`src/rtl/apb_script_master.sv`:
```
// APB master sequencer: runs a loaded script of WRITE / READ / POLL entries
// against an APB slave, with wait-state timeout, PSLVERR and poll-limit aborts.
module apb_script_master #(
    parameter int AW       = 32,
    parameter int DW       = 32,
    parameter int DEPTH    = 32,
    parameter int TIMEOUT  = 255,
    parameter int POLL_MAX = 15,
    parameter int PW       = $clog2(DEPTH)
) (
    input  logic          clk,
    input  logic          rst,
    input  logic          ld_en,
    input  logic [PW-1:0] ld_idx,
    input  logic [1:0]    ld_op,
    input  logic [AW-1:0] ld_addr,
    input  logic [DW-1:0] ld_data,
    input  logic [DW-1:0] ld_mask,
    input  logic          start,
    input  logic          abort,
    output logic          busy,
    output logic          done,
    output logic          error,
    output logic [1:0]    err_code,
    output logic [PW-1:0] pc,
    output logic [DW-1:0] rd_data,
    output logic          rd_valid,
    output logic [AW-1:0] paddr,
    output logic          pwrite,
    output logic          psel,
    output logic          pen,
    output logic [DW-1:0] pwdata,
    input  logic [DW-1:0] prdata,
    input  logic          pready,
    input  logic          pslverr
);

    localparam logic [1:0] OP_END   = 2'b00;
    localparam logic [1:0] OP_WRITE = 2'b01;
    localparam logic [1:0] OP_POLL  = 2'b11;
    localparam int TW = $clog2(TIMEOUT + 1);
    localparam int QW = $clog2(POLL_MAX + 1);

    typedef enum logic [2:0] {IDLE, FETCH, SETUP, ACCESS, DONE} state_t;

    typedef struct packed {
        logic [1:0]    op;
        logic [AW-1:0] addr;
        logic [DW-1:0] data;
        logic [DW-1:0] mask;
    } entry_t;

    entry_t        mem [DEPTH];
    entry_t        cur;
    state_t        state;
    logic [TW-1:0] wait_cnt;
    logic [QW-1:0] poll_cnt;
    logic          abort_q;
    logic          poll_hit;
    logic          last_entry;

    // The script is only written while idle, so reading it at pc is stable for a whole run.
    assign cur        = mem[pc];
    assign poll_hit   = (prdata & cur.mask) == (cur.data & cur.mask);
    assign last_entry = abort_q || abort || (pc == PW'(DEPTH - 1));

    always_ff @(posedge clk) begin
        if (ld_en && !busy)
            mem[ld_idx] <= '{op: ld_op, addr: ld_addr, data: ld_data, mask: ld_mask};
    end

    always_ff @(posedge clk or negedge rst) begin
        if (!rst) begin
            state    <= IDLE;
            busy     <= 1'b0;
            done     <= 1'b0;
            error    <= 1'b0;
            err_code <= 2'b00;
            pc       <= '0;
            rd_data  <= '0;
            rd_valid <= 1'b0;
            paddr    <= '0;
            pwrite   <= 1'b0;
            psel     <= 1'b0;
            pen      <= 1'b0;
            pwdata   <= '0;
            wait_cnt <= '0;
            poll_cnt <= '0;
            abort_q  <= 1'b0;
        end else begin
            done     <= 1'b0;
            rd_valid <= 1'b0;
            if (busy && abort)
                abort_q <= 1'b1;
            case (state)
                IDLE: begin
                    if (start) begin
                        state    <= FETCH;
                        pc       <= '0;
                        error    <= 1'b0;
                        err_code <= 2'b00;
                        busy     <= 1'b1;
                        abort_q  <= 1'b0;
                    end
                end
                FETCH: begin
                    if (cur.op == OP_END) begin
                        state <= DONE;
                        done  <= 1'b1;
                    end else begin
                        paddr    <= cur.addr;
                        pwrite   <= (cur.op == OP_WRITE);
                        pwdata   <= (cur.op == OP_WRITE) ? cur.data : '0;
                        poll_cnt <= '0;
                        psel     <= 1'b1;
                        state    <= SETUP;
                    end
                end
                SETUP: begin
                    pen      <= 1'b1;
                    wait_cnt <= '0;
                    state    <= ACCESS;
                end
                ACCESS: begin
                    if (!pready) begin
                        if (wait_cnt == TW'(TIMEOUT - 1)) begin
                            error    <= 1'b1;
                            err_code <= 2'b10;
                            psel     <= 1'b0;
                            pen      <= 1'b0;
                            done     <= 1'b1;
                            state    <= DONE;
                        end else begin
                            wait_cnt <= wait_cnt + TW'(1);
                        end
                    end else if (pslverr) begin
                        error    <= 1'b1;
                        err_code <= 2'b01;
                        psel     <= 1'b0;
                        pen      <= 1'b0;
                        done     <= 1'b1;
                        state    <= DONE;
                    end else begin
                        if (cur.op != OP_WRITE) begin
                            rd_data  <= prdata;
                            rd_valid <= 1'b1;
                        end
                        if (cur.op == OP_POLL && !poll_hit) begin
                            pen <= 1'b0;
                            if (poll_cnt == QW'(POLL_MAX - 1)) begin
                                error    <= 1'b1;
                                err_code <= 2'b11;
                                psel     <= 1'b0;
                                done     <= 1'b1;
                                state    <= DONE;
                            end else begin
                                // Retry keeps psel high and re-enters SETUP on the same address.
                                poll_cnt <= poll_cnt + QW'(1);
                                state    <= SETUP;
                            end
                        end else begin
                            psel <= 1'b0;
                            pen  <= 1'b0;
                            if (last_entry) begin
                                done  <= 1'b1;
                                state <= DONE;
                            end else begin
                                pc    <= pc + PW'(1);
                                state <= FETCH;
                            end
                        end
                    end
                end
                DONE: begin
                    busy  <= 1'b0;
                    state <= IDLE;
                end
                default: state <= IDLE;
            endcase
        end
    end

endmodule

```
`config.mk`:
```
export PLATFORM = sky130hd
export DESIGN_NAME = apb_script_master
export DESIGN_NICKNAME = d
export VERILOG_FILES = /design/src/rtl/apb_script_master.sv
export SDC_FILE = /design/constraint.sdc
export NUM_CORES = 2
export LEC_CHECK = 0
export CAP_MARGIN = 20
export CORE_UTILIZATION = 60
export DETAILED_ROUTE_END_ITERATION = 6
export GPL_TIMING_DRIVEN = 1
export HOLD_SLACK_MARGIN = 0.08
export PLACE_DENSITY = 0.78
export REMOVE_ABC_BUFFERS = 1
export SETUP_SLACK_MARGIN = 0.05
export SYNTH_ARGS = -nofsm -noshare
export SYNTH_HDL_FRONTEND = slang
export SYNTH_SLANG_ARGS = --single-unit
```
`constraint.sdc`:
```
create_clock -name clk -period 7 [get_ports clk]
set_input_delay 1.05 -clock clk [delete_from_list [all_inputs] [get_ports clk]]
set_output_delay 1.05 -clock clk [all_outputs]
set_load 0.02 [all_outputs]
```
==> flow_summary_export.csv <==
group,metric,value,unit
detailed_routing,postRouteWirelength,347000,um
job,drv_cap,0,
clock_network,ctsResizeCount,0,
worst_setup_path,worst-path-buf-inv,1,
worst_setup_path,critPathLaunchType,"register",
die,fp.coreArea,207000,um^2
detailed_routing,wire_per_inst,37.6,um
timing,hold_violations,0,
clock_network,cts_setup_buffers,0,
clock_network,cts_buffers,328,
synthesis,synth_area_leader_cell,"edfxtp_1",
timing,final_max_slew_viol_count,0,
timing,setup_viol,0,
timing,slew_headroom,18.9,%
worst_setup_path,cp-end-kind,"register",
worst_setup_path,worstPathArrival,6.88,ns
die,die_h,458,um
detailed_routing,via_per_inst,7.04,
die,start_util,60.3,%
placement,numPortBuffers,251,
synthesis,synth_cell_types,73,
worst_setup_path,critPathMaxFanout,49,
timing,fin_crit,6.05,ns
synthesis,synth.area.top_cells,"edfxtp_1 75%, mux4_2 13%, mux2i_1 3.0%, dfrtp_1 2.5%, a22oi_1 0.87%",
die,ios,252,
clock_network,clock-root-buffer,"clkbuf_16",
clock_network,clk_latency,0.96,ns
synthesis,synthArstFlopShare,3.86,%
finish,final_nets,6337,
global_routing,grt-ovfl-total,0,
worst_setup_path,worst-path-stages,11,
timing,tightest_slew,1.21,ns
finish,ff_latch_area,97300,um^2
timing,fin_worst_skew,0.0354,ns
placement,gp_congestion,0.856,
detailed_routing,post-route-drc-count,0,
clock_network,htree_levels,5,
global_routing,grt_pass1_wl,487000,um
timing,rsz0062_at_grt,"no",
global_routing,grt_max_degree,99,
placement,place_hpwl,172000,um
min_path,hold_path.class,"input port to async pin",
power_and_ir_drop,p_leak,44.0,nW
clock_network,cts_tree,"done",
worst_setup_path,path_delay_family,"simple AND/OR/NAND/NOR gates",
clock_network,clockBufferDepth,4,
power_and_ir_drop,ir_worst_vdd,0.298,mV
synthesis,synth_edf_count,3136,
finish,fill_cells,12100,
global_routing,antenna_found_initial,26,
finish,multi_input_area,26200,um^2
worst_setup_path,cpPeakStageDelay,0.77,ns
global_routing,grt_use_total,33.3,%
clock_network,cts_hold_buf,0,
synthesis,syn_inst,5726,
synthesis,syn_area,125000,um^2
worst_setup_path,critical_path.cell_chain,"buf_4, nand2b_1, o22ai_1, or3_1, a31oi_1, and4b_1, a2111o_1, or4_1, o31ai_2, and3_1, mux2_1",
finish,final_cell_mix,"3,136 x edfxtp_1, 694 x mux4_2, 374 x mux2i_1",
worst_setup_path,reg2reg_depth,11,
global_routing,grt_pass1_vias,65400,
synthesis,synth_seq_area_share,77.9,%
detailed_routing,firstDrtPassIters,6,
detailed_routing,drtAntennaViolNets,0,
power_and_ir_drop,p_per_area,308,nW/um^2
timing,holdWs,0.138,ns
clock_network,clock_sinks,3262,
synthesis,netlist.area_leader.share,75.4,%
clock_network,cts.reportedPaths.clkPinSlew,0.07,ns
finish,drive_gt1_share,22.2,%
timing,fmax,0.165,GHz
detailed_routing,num_vias,65100,
outcome,outcome,"finished, final reports clean",
worst_setup_path,critPathKind,"register to register",
die,die_w,458,um
finish,area.growth.synth_to_final,13.7,%
synthesis,syn_avg_cell_area,21.8,um^2
synthesis,synth-warning-count,0,
synthesis,synth_seq_cells,3262,
die,die_area,210000,um^2
finish,final_common_cell,"edfxtp_1",
synthesis,synth_flop_cell,"edfxtp_1",
worst_setup_path,required,7.83,ns
finish,postLayoutCoreUtil,68.6,%
detailed_routing,drt_first_iter_violations,10100,
timing,min_period_over_period,86.4,%
die,rows,167,
worst_setup_path,slowest_stage,"dfrtp_4",
==> per-layer routing <==
layer / wire length, um / GRT usage, % / up-vias
met1: 119000 / 45.1 / 33600
met4: 18400 / 16.3 / 18
met3: 44800 / 7.86 / 960
met2: 165000 / 51.8 / 5452
met5: 105 / 0 / -
li1: - / - / 25000
==> cells in the mapped netlist, types with 27 or more instances <==
| library cell | n |
|---|---|
| nor2_1 | 91 |
| mux4_2 | 694 |
| buf_6 | 27 |
| nand3_1 | 78 |
| nand2_1 | 223 |
| a21oi_1 | 36 |
| o22ai_1 | 58 |
| mux2i_1 | 374 |
| clkbuf_1 | 121 |
| o21ai_0 | 66 |
| dfrtp_1 | 126 |
| edfxtp_1 | 3136 |
| buf_4 | 35 |
| a22o_1 | 34 |
| buf_1 | 41 |
| a22oi_1 | 144 |
| buf_2 | 80 |
==> registers in the layout, summed over array words and instances (netlist names), 2 cells and up <==
| name | flops |
|---|---|
| poll_cnt | 4 |
| state | 3 |
| rd_data | 32 |
| paddr | 32 |
| pwdata | 32 |
| wait_cnt | 8 |
| mem | 3136 |
| pc | 5 |
| err_code | 2 |
==> logic make-up (layout without fill, tap and decap cells) <==
logic type | after synthesis | after routing | share of synthesized area [%]
DFF | 3262 | 3262 | 77.9
muxes | 1091 | 1091 | 15.7
adders and majority gates | 6 | 6 | 0.0601
and+or+nand+nor | 535 | 535 | 2.00
AOI/OAI and AO/OA | 481 | 481 | 2.78
other | 0 | 17 | 0
xor gates and xnor gates | 26 | 26 | 0.182
buffers and inverters | 325 | 1035 | 1.35
==> metrics by stage <==
stage / setup WS (ns) / instances / TNS [ns] / instance area (um^2) / power [mW]
after floorplan: -32.27 / 5419 / -3547.69 / 123000 / 26.5
after global placement: 1.18 / 8638 / 0 / 132000 / 27.0
after detailed placement: 1.22 / 8642 / 0 / 132000 / 27.1
after CTS: 1.12 / 9219 / 0 / 142000 / 43.9
after global routing: 1.05 / 9235 / 0 / 142000 / 44.9
final: 0.950 / 9241 / 0 / 142000 / 43.8
==> power breakdown <==
part / total [mW] / switching (mW) / internal, mW
clock: 17.0 / 7.26 / 9.78
sequential: 22.1 / 0.334 / 21.8
combinational: 4.61 / 2.51 / 2.10
==> worst paths after layout <==
check,from,endpoint,slack [ns]
setup / recovery,pc[2],pc[1],0.95
hold / removal,rst,rd_data[23],0.14
setup reg to reg,pc[2],pc[1],0.95
hold reg to reg,rd_data[12],rd_data[12],0.47
max in group asynchronous,rst,paddr[7],5.70
min in group clk,rd_data[12],rd_data[12],0.47
==> layout make-up <==
type | count | area share (%)
Clock inverter | 137 | 0.876
Timing Repair Buffer | 440 | 3.24
Inverter | 18 | 0.0546
Clock buffer | 440 | 6.31
Antenna cell | 17 | 0.0300
Multi-Input combinational cell | 2139 | 18.5
Tap cell | 2788 | 2.46
Sequential cell | 3262 | 68.6
(Power assumes the default switching activity.)
